`config.mk`:
```
export PLATFORM = sky130hd
export DESIGN_NAME = add8_seq_ctrl_flat
export DESIGN_NICKNAME = d
export VERILOG_FILES = /design/src/rtl/add8_seq_ctrl_pkg.sv /design/src/rtl/add8_seq_ctrl_if.sv /design/src/rtl/add8_seq_ctrl_add8.sv /design/src/rtl/add8_seq_ctrl.sv /design/src/flat_wrapper.sv
export SDC_FILE = /design/constraint.sdc
export NUM_CORES = 1
export LEC_CHECK = 0
export BUFFER_PORTS_ARGS = -buffer_cell sky130_fd_sc_hd__buf_2
export CORE_MARGIN = 3
export CORE_UTILIZATION = 35
export CTS_CLUSTER_SIZE = 30
export DETAILED_ROUTE_END_ITERATION = 7
export SYNTH_ARGS = -nofsm -noshare
export SYNTH_HDL_FRONTEND = slang
export SYNTH_SLANG_ARGS = --single-unit
```
`constraint.sdc`:
```
create_clock -name clk -period 7.4 [get_ports clk]
set_input_delay 1.85 -clock clk [delete_from_list [all_inputs] [get_ports clk]]
set_output_delay 1.85 -clock clk [all_outputs]
set_load 0.005 [all_outputs]
```
`src/rtl/add8_seq_ctrl_pkg.sv`:
```
// Shared types and sizing constants for the byte-serial add/subtract sequencer.
package add_seq_pkg;

  localparam int BYTE_W     = 8;
  localparam int NBYTES_MAX = 16;
  localparam int IDX_W      = $clog2(NBYTES_MAX);

  typedef enum logic [1:0] {
    IDLE,
    RUN,
    DONE
  } state_e;

endpackage

```
`src/rtl/add8_seq_ctrl_if.sv`:
```
// Operand/result handshake bundle between a requester (master) and the sequencer (slave).
interface add8_seq_ctrl_if #(
  parameter int NBYTES = 4
);

  logic                  in_valid;
  logic                  in_ready;
  logic                  op_sub;
  logic [8*NBYTES-1:0]   a;
  logic [8*NBYTES-1:0]   b;
  logic                  out_valid;
  logic                  out_ready;
  logic [8*NBYTES-1:0]   sum;
  logic                  carry;
  logic                  overflow;

  modport master (
    output in_valid, op_sub, a, b, out_ready,
    input  in_ready, out_valid, sum, carry, overflow
  );

  modport slave (
    input  in_valid, op_sub, a, b, out_ready,
    output in_ready, out_valid, sum, carry, overflow
  );

endinterface

```
`src/rtl/add8_seq_ctrl_add8.sv`:
```
// Shared 8-bit ripple-carry byte adder used once per RUN cycle by the sequencer.
module Add8 (
  input  logic [7:0] a_i,
  input  logic [7:0] b_i,
  input  logic       ci_i,
  output logic [7:0] s_o,
  output logic       co_o
);

  logic rippleC;

  always_comb begin
    s_o     = '0;
    rippleC = ci_i;
    for (int i = 0; i < 8; i++) begin
      s_o[i]  = a_i[i] ^ b_i[i] ^ rippleC;
      rippleC = (a_i[i] & b_i[i]) | (rippleC & (a_i[i] ^ b_i[i]));
    end
    co_o = rippleC;
  end

endmodule

```
`src/rtl/add8_seq_ctrl.sv`:
```
// Multi-byte add/subtract sequencer: one byte per clock, LSB first, carry chained in a register.
// Define ADDSEQ_SUB_EN to enable subtraction (op_sub inverts b and injects carry-in of 1).
module add8_seq_ctrl
  import add_seq_pkg::*;
#(
  parameter int NBYTES = 4
) (
  input  logic            clk,
  input  logic            rst_n,
  add8_seq_ctrl_if.slave  bus
);

  localparam int                W        = BYTE_W * NBYTES;
  localparam logic [IDX_W-1:0]  LAST_IDX = IDX_W'(NBYTES - 1);

  state_e           state_q, state_d;
  logic [IDX_W-1:0] idx_q, idx_d;
  logic             cin_q, cin_d;
  logic [W-1:0]     aOp_q, aOp_d;
  logic [W-1:0]     bEff_q, bEff_d;
  logic [W-1:0]     sum_q, sum_d;
  logic             carry_q, carry_d;
  logic             ovf_q, ovf_d;

  logic [BYTE_W-1:0] aByte, bByte, addS;
  logic              addCo;

  assign aByte = aOp_q[idx_q*BYTE_W +: BYTE_W];
  assign bByte = bEff_q[idx_q*BYTE_W +: BYTE_W];

  Add8 u_add8 (
    .a_i  (aByte),
    .b_i  (bByte),
    .ci_i (cin_q),
    .s_o  (addS),
    .co_o (addCo)
  );

`ifndef ADDSEQ_SUB_EN
  logic unusedOpSub;
  assign unusedOpSub = bus.op_sub;
`endif

  always_comb begin
    state_d = state_q;
    idx_d   = idx_q;
    cin_d   = cin_q;
    aOp_d   = aOp_q;
    bEff_d  = bEff_q;
    sum_d   = sum_q;
    carry_d = carry_q;
    ovf_d   = ovf_q;
    unique case (state_q)
      IDLE: begin
        if (bus.in_valid) begin
          aOp_d   = bus.a;
          idx_d   = '0;
`ifdef ADDSEQ_SUB_EN
          bEff_d  = bus.op_sub ? ~bus.b : bus.b;
          cin_d   = bus.op_sub;
`else
          bEff_d  = bus.b;
          cin_d   = 1'b0;
`endif
          state_d = RUN;
        end
      end
      RUN: begin
        sum_d[idx_q*BYTE_W +: BYTE_W] = addS;
        cin_d = addCo;
        idx_d = idx_q + 1'b1;
        // Last byte: latch the final flags; overflow uses the full-width operand sign bits.
        if (idx_q == LAST_IDX) begin
          idx_d   = '0;
          carry_d = addCo;
          ovf_d   = (aOp_q[W-1] == bEff_q[W-1]) && (addS[BYTE_W-1] != aOp_q[W-1]);
          state_d = DONE;
        end
      end
      DONE: begin
        if (bus.out_ready) state_d = IDLE;
      end
      default: state_d = IDLE;
    endcase
  end

  always_ff @(posedge clk or negedge rst_n) begin
    if (!rst_n) begin
      state_q <= IDLE;
      idx_q   <= '0;
      cin_q   <= 1'b0;
      aOp_q   <= '0;
      bEff_q  <= '0;
      sum_q   <= '0;
      carry_q <= 1'b0;
      ovf_q   <= 1'b0;
    end else begin
      state_q <= state_d;
      idx_q   <= idx_d;
      cin_q   <= cin_d;
      aOp_q   <= aOp_d;
      bEff_q  <= bEff_d;
      sum_q   <= sum_d;
      carry_q <= carry_d;
      ovf_q   <= ovf_d;
    end
  end

  assign bus.in_ready  = (state_q == IDLE);
  assign bus.out_valid = (state_q == DONE);
  assign bus.sum       = sum_q;
  assign bus.carry     = carry_q;
  assign bus.overflow  = ovf_q;

endmodule
```
`src/flat_wrapper.sv`:
```
// flat-port wrapper written by rule: the top's interface ports become plain ports
module add8_seq_ctrl_flat import add_seq_pkg::*;
#(
  parameter int NBYTES = 4
)
  (clk, rst_n, bus_in_valid, bus_op_sub, bus_a, bus_b, bus_out_ready, bus_in_ready, bus_out_valid, bus_sum, bus_carry, bus_overflow);
  add8_seq_ctrl_if #(.NBYTES(NBYTES)) bus_i ();
  input  logic clk;
  input  logic rst_n;
  input wire logic [$bits(bus_i.in_valid)-1:0] bus_in_valid;
  input wire logic [$bits(bus_i.op_sub)-1:0] bus_op_sub;
  input wire logic [$bits(bus_i.a)-1:0] bus_a;
  input wire logic [$bits(bus_i.b)-1:0] bus_b;
  input wire logic [$bits(bus_i.out_ready)-1:0] bus_out_ready;
  output wire logic [$bits(bus_i.in_ready)-1:0] bus_in_ready;
  output wire logic [$bits(bus_i.out_valid)-1:0] bus_out_valid;
  output wire logic [$bits(bus_i.sum)-1:0] bus_sum;
  output wire logic [$bits(bus_i.carry)-1:0] bus_carry;
  output wire logic [$bits(bus_i.overflow)-1:0] bus_overflow;
  assign bus_i.in_valid = bus_in_valid;
  assign bus_i.op_sub = bus_op_sub;
  assign bus_i.a = bus_a;
  assign bus_i.b = bus_b;
  assign bus_i.out_ready = bus_out_ready;
  assign bus_in_ready = bus_i.in_ready;
  assign bus_out_valid = bus_i.out_valid;
  assign bus_sum = bus_i.sum;
  assign bus_carry = bus_i.carry;
  assign bus_overflow = bus_i.overflow;
  add8_seq_ctrl #(.NBYTES(NBYTES)) u_core (.clk(clk), .rst_n(rst_n), .bus(bus_i));
endmodule
```
==> results.yml <==
grt:
  grt_pass1_wl_um: 16900
  grt_overflow: 0
  grt_usage_pct: 15.1
  grt_antenna_before_repair: 0
  grt_pass1_vias: 3171
  grt_max_degree: 57
sta:
  setup_viol: 0
  worst_slack_ps: 2220
  relSlewSlack_pct: 48.0
  tns_ps: 0
  clock_skew_ps: 8.30
  rsz0062_at_grt: "false"
  tightest_slew_ps: 780
  fin_hold_ws_ps: 480
  final_hold_viol_count: 0
  min_period_over_period_pct: 70.0
  clock.fmax_mhz: 193
  finalMaxSlewViolations: 0
  min_period_ps: 5180
layout:
  drive_gt1_share_pct: 48.4
  final_common_cell: "dfrtp_1"
  syn_to_final_growth_pct: 21.0
  final_cell_mix: "dfrtp_1 (105), buf_2 (102), mux2_2 (68)"
  antennaDiodeCount: 0
  final_cells: 614
  nNetsFinal: 517
  final_util_pct: 44.3
die:
  die_area_sq_um: 14900
  die_h_um: 122
  start_util_pct: 36.6
  core_sq_um: 12900
  rows: 41
  fp.dieW_um: 122
  ioPinCount: 105
drt:
  via_per_inst: 4.93
  routed_wl_um: 10400
  drc: 0
  firstDrtPassIters: 4
  drt.antenna.violating_nets: 0
  wl_per_cell_um: 17.0
  vias: 3024
  drtIter0Drc: 103
yosys:
  synthesis.area_sq_um: 4720
  ys_types: 37
  ys_seq_area_share_pct: 55.7
  yosys.area.top_type: "dfrtp_1"
  async_flop_share_pct: 100
  synth_top_area_share_pct: 55.7
  syn_avg_cell_area_sq_um: 14.1
  ys_ff_latch: 105
  netlist_instances: 335
  synth_area_leaders: "dfrtp_1 (56%), mux2_2 (16%), mux4_2 (7.6%), fa_1 (3.4%), o21ai_0 (3.3%)"
  ys.warnings.count: 0
  syn-num-nets: 415
  synth_edf_count: 0
  ys_dominant_reg_cell: "dfrtp_1"
worst_setup_path:
  start_kind: "flop"
  path_cells: "mux4_2, nand2_1, fa_1, fa_1, fa_1, fa_1, fa_1, fa_1, fa_1, inv_1, fa_1, nor2_1, a21oi_1, o21ai_0"
  slowest_stage: "dfrtp_1"
  startpoint: "u_core.idx_q[0]$_DFFE_PN0P_"
  cp_num_buf_inv: 1
  reg2reg_to: "u_core.bus.overflow$_DFFE_PN0P_"
  cp_slowest_stage_delay_ps: 850
  reg2reg_from: "u_core.idx_q[0]$_DFFE_PN0P_"
  endpoint: "u_core.bus.overflow$_DFFE_PN0P_"
  critPathCaptureType: "flop"
  cp_num_cells: 14
  reg2reg_slack_ps: 2220
  r2r_cells: 14
  cp_max_fo: 16
  crit_type: "flop to flop"
  arrival_ps: 5430
  cp_common_cell: "fa_1"
  worstPathRequired_ps: 7660
  crit_family: "adder cells"
power_and_ir_drop:
  internal_power_mw: 1.92
  power_frac_seq_pct: 33.6
  vdd_drop_max_mv: 0.212
  leakage_nw: 2.62
  power.net_switching_mw: 1.19
  power_density_nw_per_um2: 545
  p_sw_share_pct: 38.2
  pwr-share-comb_pct: 49.8
  power_frac_clock_pct: 16.6
cts:
  clk_pin_slew_ps: 70
  cts.sinks: 105
  clockBufferDepth: 2
  clkLatencyLatePin_ps: 350
  cts_tree: "done"
  post_cts_resized: 0
  cts_max_level: 3
  cts_buffers: 9
  postCtsSetupRepairBufs: 0
  root_buffer: "clkbuf_16"
  cts_hold_buf: 0
place:
  portBuffers: 103
  place_congestion: 0.791
  dp_hpwl_um: 7670
  dp.cells: 598
  preCtsSetupSlack_ps: 2180
worst_hold_path:
  whs_path_depth: 2
  hold_path_class: "flop to flop"
flow_run:
  maxCapViolations: 0
outcome:
  status: "completed"
## tightest hold or removal path, stage by stage (launching register included)
cell and delay [ps]:
dfrtp_1 340, nand2_1 40, o21ai_0 60
## synthesized netlist by cell type (3+ instances only)
cell,n
mux4_2,16
nand2_1,39
fa_1,8
inv_1,6
buf_2,8
clkbuf_1,3
dfrtp_1,105
nor2_1,5
and2_1,3
o21ai_0,31
ha_1,3
buf_4,4
o21ai_1,7
mux2_2,68
## power groups by stage
stage	Clock (mW)	Sequential (mW)	Combinational [mW]
floorplan	0	0.980	1.12
global placement	0	1.04	1.53
detailed placement	0	1.06	1.57
CTS	0.530	1.05	1.58
global route	0.557	1.08	1.75
finish	0.515	1.04	1.55
## state kept, by name (all words and copies together), names as in the netlist
signal               flops
u_core.bus.sum          32
u_core.cin_q             1
u_core.aOp_q            32
u_core.state_q           2
u_core.bEff_q           32
u_core.bus.overflow      1
u_core.bus.carry         1
u_core.idx_q             4
## area by class of cell
cell class / count / area (sq um)
repair buffers: 108 / 556
flip-flops and latches: 105 / 2630
multi-input cells: 207 / 1960
well taps: 172 / 215
clock inverters: 4 / 76.3
clock buffers: 12 / 246
fillers: 1221 / 7170
inverters: 6 / 22.5
## how the worst min path moves through the flow
stage	from	endpoint	slack (ps)
floorplan	u_core.cin_q$_DFFE_PN0P_	u_core.cin_q$_DFFE_PN0P_	470
global placement	u_core.bus.sum[12]$_DFFE_PN0P_	u_core.bus.sum[12]$_DFFE_PN0P_	460
detailed placement	u_core.bus.sum[27]$_DFFE_PN0P_	u_core.bus.sum[27]$_DFFE_PN0P_	470
CTS	u_core.bus.sum[27]$_DFFE_PN0P_	u_core.bus.sum[27]$_DFFE_PN0P_	480
global route	u_core.bus.sum[25]$_DFFE_PN0P_	u_core.bus.sum[25]$_DFFE_PN0P_	510
finish	u_core.bus.sum[27]$_DFFE_PN0P_	u_core.bus.sum[27]$_DFFE_PN0P_	480
## kinds of logic (layout without fill, tap and decap cells)
| group | count (synthesis) | count (layout) | share of synthesized area, % |
|---|---|---|---|
| AO/OA/AOI/OAI | 46 | 46 | 5.44 |
| buffers and inverters | 23 | 130 | 2.68 |
| flip-flops | 105 | 105 | 55.7 |
| multiplexers | 86 | 86 | 24.4 |
| XOR/XNOR | 1 | 1 | 0.584 |
| AND/OR/NAND/NOR | 63 | 63 | 6.95 |
| adder cells (fa/ha/maj) | 11 | 11 | 4.19 |
## per-stage QoR
stage	instance area (sq um)	total power, mW
global placement	5380	2.58
finish	5710	3.11
global route	5710	3.40
detailed placement	5380	2.63
floorplan	4720	2.10
CTS	5710	3.16
## per-layer routing
layer / GRT usage, % / vias up / share of wire (%)
met5: 0 / - / 0
met4: 4.97 / 0 / 2.2
met3: 5.43 / 18 / 7.2
met2: 23.3 / 91 / 47
met1: 20.0 / 1508 / 44
li1: - / 1407 / -
Note: power is estimated with default switching activity, not from simulation.
